File: src/rtl/tick_prescaler_if.sv
// tick_prescaler_if: divisor-update handshake between a host (master) and the prescaler (slave).
//   i_div_valid : host offers a new divisor
//   i_div       : offered divisor, period = i_div + 1 enabled cycles
//   o_div_ready : prescaler can accept a divisor (no update pending)
interface tick_prescaler_if #(parameter int WIDTH = 16);
  logic             i_div_valid;
  logic [WIDTH-1:0] i_div;
  logic             o_div_ready;
  modport master (output i_div_valid, i_div, input o_div_ready);
  modport slave (input i_div_valid, i_div, output o_div_ready);
endinterface

File: src/rtl/tick_prescaler.sv
// tick_prescaler: programmable tick generator emitting one registered pulse every divisor+1 enabled cycles.
//   i_clock  : sole clock, rising edge
//   i_reset  : asynchronous active-low reset
//   i_ce     : count enable; phase advances only when high
//   div_bus  : divisor handshake (slave side of tick_prescaler_if)
//   o_tick   : one-cycle pulse in the cycle after each terminal cycle
//   o_phase  : current phase, 0..active divisor
//   i_restart: synchronous restart, present only when TICK_PRESCALER_RESTART_EN is defined
module tick_prescaler #(
  parameter int               WIDTH    = 16,
  parameter logic [WIDTH-1:0] INIT_DIV = '0
) (
  input  logic                  i_clock,
  input  logic                  i_reset,
  input  logic                  i_ce,
`ifdef TICK_PRESCALER_RESTART_EN
  input  logic                  i_restart,
`endif
  tick_prescaler_if.slave       div_bus,
  output logic                  o_tick,
  output logic [WIDTH-1:0]      o_phase
);
  logic [WIDTH-1:0] active_div, shadow_div;
  logic             pending, restart, terminal, xfer, apply;
`ifdef TICK_PRESCALER_RESTART_EN
  assign restart = i_restart;
`else
  assign restart = 1'b0;
`endif
  assign terminal           = i_ce && (o_phase == active_div);
  assign xfer               = div_bus.i_div_valid && !pending;
  // The shadow only becomes active at a period boundary (or restart), so a running period is never cut short.
  assign apply              = pending && (terminal || restart);
  assign div_bus.o_div_ready = !pending;
  always_ff @(posedge i_clock or negedge i_reset) begin
    if (!i_reset) begin
      o_phase    <= '0;
      active_div <= INIT_DIV;
      shadow_div <= INIT_DIV;
      pending    <= 1'b0;
      o_tick     <= 1'b0;
    end else begin
      o_tick  <= terminal && !restart;
      o_phase <= (restart || terminal) ? '0 : i_ce ? o_phase + WIDTH'(1) : o_phase;
      if (apply) begin
        active_div <= shadow_div;
        pending    <= 1'b0;
      end
      // A capture is only possible with pending clear, so it never collides with apply.
      if (xfer) begin
        shadow_div <= div_bus.i_div;
        pending    <= 1'b1;
      end
    end
  end
endmodule

File: src/flat_wrapper.sv
// flat-port wrapper written by rule: the top's interface ports become plain ports
module tick_prescaler_flat 
#(
  parameter int               WIDTH    = 16,
  parameter logic [WIDTH-1:0] INIT_DIV = '0
)
  (i_clock, i_reset, i_ce, o_tick, o_phase, div_bus_i_div_valid, div_bus_i_div, div_bus_o_div_ready);
  tick_prescaler_if #(.WIDTH(WIDTH)) div_bus_i ();
  input  logic i_clock;
  input  logic i_reset;
  input  logic i_ce;
  output logic o_tick;
  output logic [WIDTH-1:0] o_phase;
  input wire logic [$bits(div_bus_i.i_div_valid)-1:0] div_bus_i_div_valid;
  input wire logic [$bits(div_bus_i.i_div)-1:0] div_bus_i_div;
  output wire logic [$bits(div_bus_i.o_div_ready)-1:0] div_bus_o_div_ready;
  assign div_bus_i.i_div_valid = div_bus_i_div_valid;
  assign div_bus_i.i_div = div_bus_i_div;
  assign div_bus_o_div_ready = div_bus_i.o_div_ready;
  tick_prescaler #(.WIDTH(WIDTH), .INIT_DIV(INIT_DIV)) u_core (.i_clock(i_clock), .i_reset(i_reset), .i_ce(i_ce), .div_bus(div_bus_i), .o_tick(o_tick), .o_phase(o_phase));
endmodule
File: config.mk
export PLATFORM = sky130hd
export DESIGN_NAME = tick_prescaler_flat
export DESIGN_NICKNAME = d
export VERILOG_FILES = /design/src/rtl/tick_prescaler_if.sv /design/src/rtl/tick_prescaler.sv /design/src/flat_wrapper.sv
export SDC_FILE = /design/constraint.sdc
export NUM_CORES = 1
export LEC_CHECK = 0
export BUFFER_PORTS_ARGS = -buffer_cell sky130_fd_sc_hd__buf_2
export CAP_MARGIN = 15
export CORE_MARGIN = 2
export CORE_UTILIZATION = 30
export DETAILED_ROUTE_END_ITERATION = 6
export SETUP_SLACK_MARGIN = 0.2
export SLEW_MARGIN = 30
export SYNTH_ARGS = -nofsm -noshare
export SYNTH_HDL_FRONTEND = slang
export SYNTH_SLANG_ARGS = --single-unit
File: constraint.sdc
create_clock -name i_clock -period 5.5 [get_ports i_clock]
set_clock_uncertainty 0.1 [all_clocks]
set_input_delay 0.275 -clock i_clock [delete_from_list [all_inputs] [get_ports i_clock]]
set_output_delay 0.275 -clock i_clock [all_outputs]
set_load 0.02 [all_outputs]
==> flow_summary.ini, run 1 <==
[pwr]
p_leak_nw = 1.31
vdd_drop_max_v = 0.000133
powerDensity_mw_per_mm2 = 303

[drt]
post-route-drc-count = 0
firstDrtPassIters = 4
drt_wl_total_um = 4060
vias_per_cell = 4.40
drtIter0Drc = 54
vias = 1381
wl_per_cell_um = 12.9
ant_nets = 0

[global_routing]
first_global_vias = 1380
track_usage_pct = 10.7
grt_pass1_wl_um = 6900
grt_overflow = 0
antenna_found_initial = 0
grt_start_max_net_pins = 51

[clock_network]
clkTransAtPathRegs_ns = 0.09
cts-buffers-inserted = 5
cts_max_path_buffers = 2
clockRootBuffer = clkbuf_8
clock_sinks = 50
cts_tree = built
cts.repair.resized = 0
clk_latency_ns = 0.30
htreeDepth = 2

[floorplanning]
row_count = 31
fp.dieH_um = 90.5
start_util_pct = 30.9
core_region_area_mm2 = 0.00725
ios = 38
die_w_um = 90.5
die_area_mm2 = 0.00818

[synthesis]
synth.top_cell.area_share_pct = 55.8
synth_nets = 196
ys_seq_area_share_pct = 55.8
ys_types = 27
synth-seq-cells = 50
synth_area_mm2 = 0.00224
syn_avg_cell_area_um2 = 12.8
yosysTopAreaCell = dfrtp_1
yosys_warnings = 0
synth_area_leaders = dfrtp_1 (56%), mux2_2 (12%), xor2_1 (6.3%)
synth-main-ff-cell = dfrtp_1
ys_async_sr_fraction_pct = 100
syn_inst = 175
synth_edf_count = 0

[placement]
port_buffers = 37
hpwl_um = 3040
dp_cells = 305
gp_congestion = 0.752

[timing]
maxSlewHeadroom_pct = 44.7
finalHoldViolCount = 0
slew_viol_final = 0
period_share_pct = 47.0
hold_ws_ns = 0.0958
tightest_slew_ns = 0.829
fmax_mhz = 387
grt_setup_unrepaired = no
setup_viol = 0
tns_ns = 0
finalCriticalPeriod_ns = 2.58

[job]
maxCapViolCount = 0

[setup_path]
crit_path_end_kind = flop
reg2reg_slack_ns = 2.92
r2r_start = u_core.o_phase[3]
cp_max_fo = 17
ff2ff_path_depth = 5
startpoint = u_core.o_phase[3]
critPathKind = reg2reg
r2r_end = u_core.active_div[10]
cp.arrival_ns = 2.67
critPathLaunchType = flop
cp.required_ns = 5.58

[worst_hold_path]
min_path_cells = 2
hp-class = in2reg
hold_path_end = u_core.pending
min_from = div_bus_i_div_valid

[layout]
areaGrowthSynthToFinish_pct = 16.8
drive_gt1_share_pct = 37.7
diodes = 0
finalNonFillerCells = 314
nets = 235
mostFrequentLayoutCell = dfrtp_1
fill_cells = 733
most-common-layout-cells = dfrtp_1 (50), buf_2 (36), mux2_2 (23), nor2_1 (18), xor2_1 (16)

[run_status]
status = complete, no violations
==> worst max-delay path by stage <==
stage | endpoint | slack [ns] | depth (start not counted)
CTS | u_core.active_div[10] | 2.91 | 5
floorplan | u_core.active_div[10] | 3.07 | 8
global placement | u_core.o_phase[0] | 2.95 | 5
global route | u_core.active_div[6] | 2.82 | 5
detailed placement | u_core.active_div[10] | 2.92 | 5
finish | u_core.active_div[10] | 2.92 | 5
==> per-layer routing <==
metal	up-vias	part of all wire, %	global-route usage, %
met5	-	0	0
met4	0	0.71	3.46
met3	2	4.2	3.59
met2	27	46	16.5
met1	678	49	14.1
li1	674	-	-
==> stage by stage <==
| step | setup WS [ns] | area [um^2] | power (mW) | util [%] |
|---|---|---|---|---|
| floorplan | 3.07 | 2240 | 0.537 | - |
| global placement | 2.95 | 2510 | 0.580 | 34.6 |
| detailed placement | 2.92 | 2510 | 0.584 | 34.7 |
| CTS | 2.91 | 2620 | 0.810 | 36.1 |
| global route | 2.82 | 2620 | 0.843 | 36.1 |
| finish | 2.92 | 2620 | 0.794 | 36.1 |
==> critical path, stage by stage (launching register included) <==
cell,delay (ns)
dfrtp_1,0.50
xnor2_2,0.14
nand2_1,0.07
or4_4,0.52
or3_1,0.71
mux2_4,0.42
==> repair_timing <==
item / in CTS / in global routing
endpoints found under the hold margin: 50 / 0
hold buffers: 1 / 0
setup buffers: 0 / 0
==> power by group <==
group	switching, mW	total, mW	internal [mW]
combinational	0.0673	0.129	0.0618
clock	0.119	0.220	0.101
sequential	0.0447	0.444	0.399
total	0.231	0.794	0.562
==> synth_stat cells, drive strengths merged, types with 2 or more instances <==
cell	number
dfrtp	50
mux2	32
nor2	19
xor2	16
xnor2	11
nand2	7
nand4	6
inv	5
nand3	5
buf	4
clkbuf	3
and4	2
nand2b	2
o21ai	2
o22ai	2
==> state kept, by name, indices dropped and copies added (netlist names) <==
register,cells
u_core.o_phase,16
u_core.shadow_div,16
u_core.pending,1
u_core.o_tick,1
u_core.active_div,16
==> final cells by class <==
class	count	area [um^2]	area share, %
tap	99	124	4.73
multi-input combinational	113	925	35.3
clock inverter	2	12.5	0.478
timing repair buffer	39	205	7.84
sequential	50	1250	47.8
inverter	5	18.8	0.717
clock buffer	6	82.6	3.15
==> kinds of logic (layout without fill, tap and decap cells) <==
family | Yosys count | in the layout | share of synthesized area, %
AO/OA/AOI/OAI | 6 | 6 | 1.79
buffers and inverters | 12 | 52 | 3.07
flip-flops | 50 | 50 | 55.8
adder cells (fa/ha/maj) | 1 | 1 | 0.558
XOR/XNOR | 27 | 27 | 10.9
multiplexers | 32 | 32 | 17.6
AND/OR/NAND/NOR | 47 | 47 | 10.3
No activity file was read; power rests on OpenSTA's default activity.
==> inputs of run 2 (changes only) <==
- clock period: 5.5 -> 2.4 ns (I/O delays scaled with it)
==> flow_summary.ini, run 2 (synthesis results as in run 1) <==
[run_status]
status = complete, no violations

[global_routing]
antenna_found_initial = 0
grt_overflow = 0
first_global_vias = 1498
track_usage_pct = 11.6
grt_start_max_net_pins = 20
grt_pass1_wl_um = 7460

[timing]
fin_ws_ns = 0.161
grt_setup_unrepaired = yes
setup_viol = 0
tns_ns = 0
maxSlewHeadroom_pct = 65.4
slew_viol_final = 0
finalCriticalPeriod_ns = 2.24
fmax_mhz = 447
period_share_pct = 93.3
tightest_slew_ns = 0.518
hold_ws_ns = 0.0324
finalHoldViolCount = 0

[placement]
place_ws_ns = 0.124
hpwl_um = 3320
gp_congestion = 0.831
dpl-instance-area_mm2 = 0.00260
port_buffers = 37

[setup_path]
cp.required_ns = 2.49
crit_path_end_kind = flop
max_stage_delay_ns = 0.52
cp_max_fo = 17
critPathLaunchType = flop
r2r_end = u_core.active_div[12]
cp_slowest_cell = or4_4
critPathKind = reg2reg
path_buf_inv = 1
reg2reg_slack_ns = 0.16
cp.arrival_ns = 2.33
r2r_start = u_core.o_phase[1]
cp_cell_sequence = xnor2_2 -> nand4_1 -> or4_4 -> or3_4 -> buf_12 -> mux2_4
crit_family = simple AND/OR/NAND/NOR gates
ff2ff_path_depth = 6

[layout]
most-common-layout-cells = dfrtp_1 (45), buf_2 (37), mux2_2 (23), nor2_1 (19), dlygate4sd3_1 (18)
areaGrowthSynthToFinish_pct = 29.9
mostFrequentLayoutCell = dfrtp_1
diodes = 0
top_regs = u_core.active_div: 16 flops, u_core.o_phase: 16 flops, u_core.shadow_div: 16 flops
final_cell_area_mm2 = 0.00291
nets = 263
drive_gt1_share_pct = 39.9

[drt]
ant_nets = 0
vias = 1464
vias_per_cell = 4.28
firstDrtPassIters = 4
drtIter0Drc = 91
wl_per_cell_um = 12.7
drt_wl_total_um = 4350
post-route-drc-count = 0

[clock_network]
htreeDepth = 2
cts_tree = built
clock_sinks = 50
clkTransAtPathRegs_ns = 0.09
cts_max_path_buffers = 2
cts-buffers-inserted = 5
clk_latency_ns = 0.30
clockRootBuffer = clkbuf_8

[worst_hold_path]
hp-class = in2reg
min_path_cells = 3
min_from = i_ce
hold_path_end = u_core.o_phase[1]

[floorplanning]
die_area_mm2 = 0.00818
fp.dieH_um = 90.5
ios = 38
row_count = 31
die_w_um = 90.5
core_region_area_mm2 = 0.00725
start_util_pct = 30.9

[pwr]
powerDensity_mw_per_mm2 = 682
vdd_drop_max_v = 0.000256
p_leak_nw = 1.44

[job]
maxCapViolCount = 0
-- run 2: changes by cell type in the layout (fill, tap and decap cells not counted), moves of 5 or more --
cell           change
dlygate4sd3_1     +17
dfrtp_2            +5
dfrtp_1            -5
buf_4              +9
-- run 2: layout make-up --
| cell class | instances | area, um^2 |
|---|---|---|
| well taps | 99 | 124 |
| repair buffers | 67 | 468 |
| inverters | 5 | 18.8 |
| clock inverters | 2 | 37.5 |
| fillers | 733 | 4340 |
| multi-input cells | 113 | 935 |
| clock buffers | 6 | 72.6 |
| flip-flops and latches | 50 | 1260 |
-- run 2: per-layer routing --
metal | track usage (%) | vias to the layer above | part of all wire [%]
met5 | 0 | - | 0
met2 | 17.7 | 29 | 46
met4 | 3.85 | 0 | 0.92
met1 | 15.7 | 707 | 48
li1 | - | 724 | -
met3 | 3.34 | 4 | 4.3
-- run 2: repair_timing --
action | in CTS | in global routing
setup endpoints to repair | 16 | 16
hold endpoints to repair | 33 | 0
pin swaps | 1 | 0
gates cloned | 0 | 0
hold buffers | 18 | 0
buffers inserted | 0 | 1
gates resized for setup | 2 | 0
-- run 2: worst max path at each step --
stage / start / cells past startpoint / to
after floorplan: u_core.o_phase[7] / 7 / u_core.active_div[10]
after global placement: u_core.active_div[1] / 6 / u_core.active_div[6]
after detailed placement: u_core.active_div[1] / 6 / u_core.active_div[10]
after CTS: u_core.o_phase[1] / 6 / u_core.active_div[12]
after global routing: u_core.o_phase[1] / 6 / u_core.active_div[12]
final: u_core.o_phase[1] / 6 / u_core.active_div[12]
-- run 2: metrics by stage --
stage	power, mW	util, %	std cells
6_report	1.99	40.2	342
5_1_grt	2.11	40.2	342
4_1_cts	2.01	40.1	341
3_5_place_dp	1.38	35.9	315
3_3_place_gp	1.38	35.9	315
2_1_floorplan	1.24	-	175
-- run 2: worst min-delay path, stage by stage --
cell and delay [ns]:
buf_2 0.15, nand2_1 0.07, o22ai_1 0.06
-- run 2: power by group --
group,switching [mW],internal [mW]
clock,0.276,0.311
sequential,0.0775,0.920
combinational,0.199,0.203
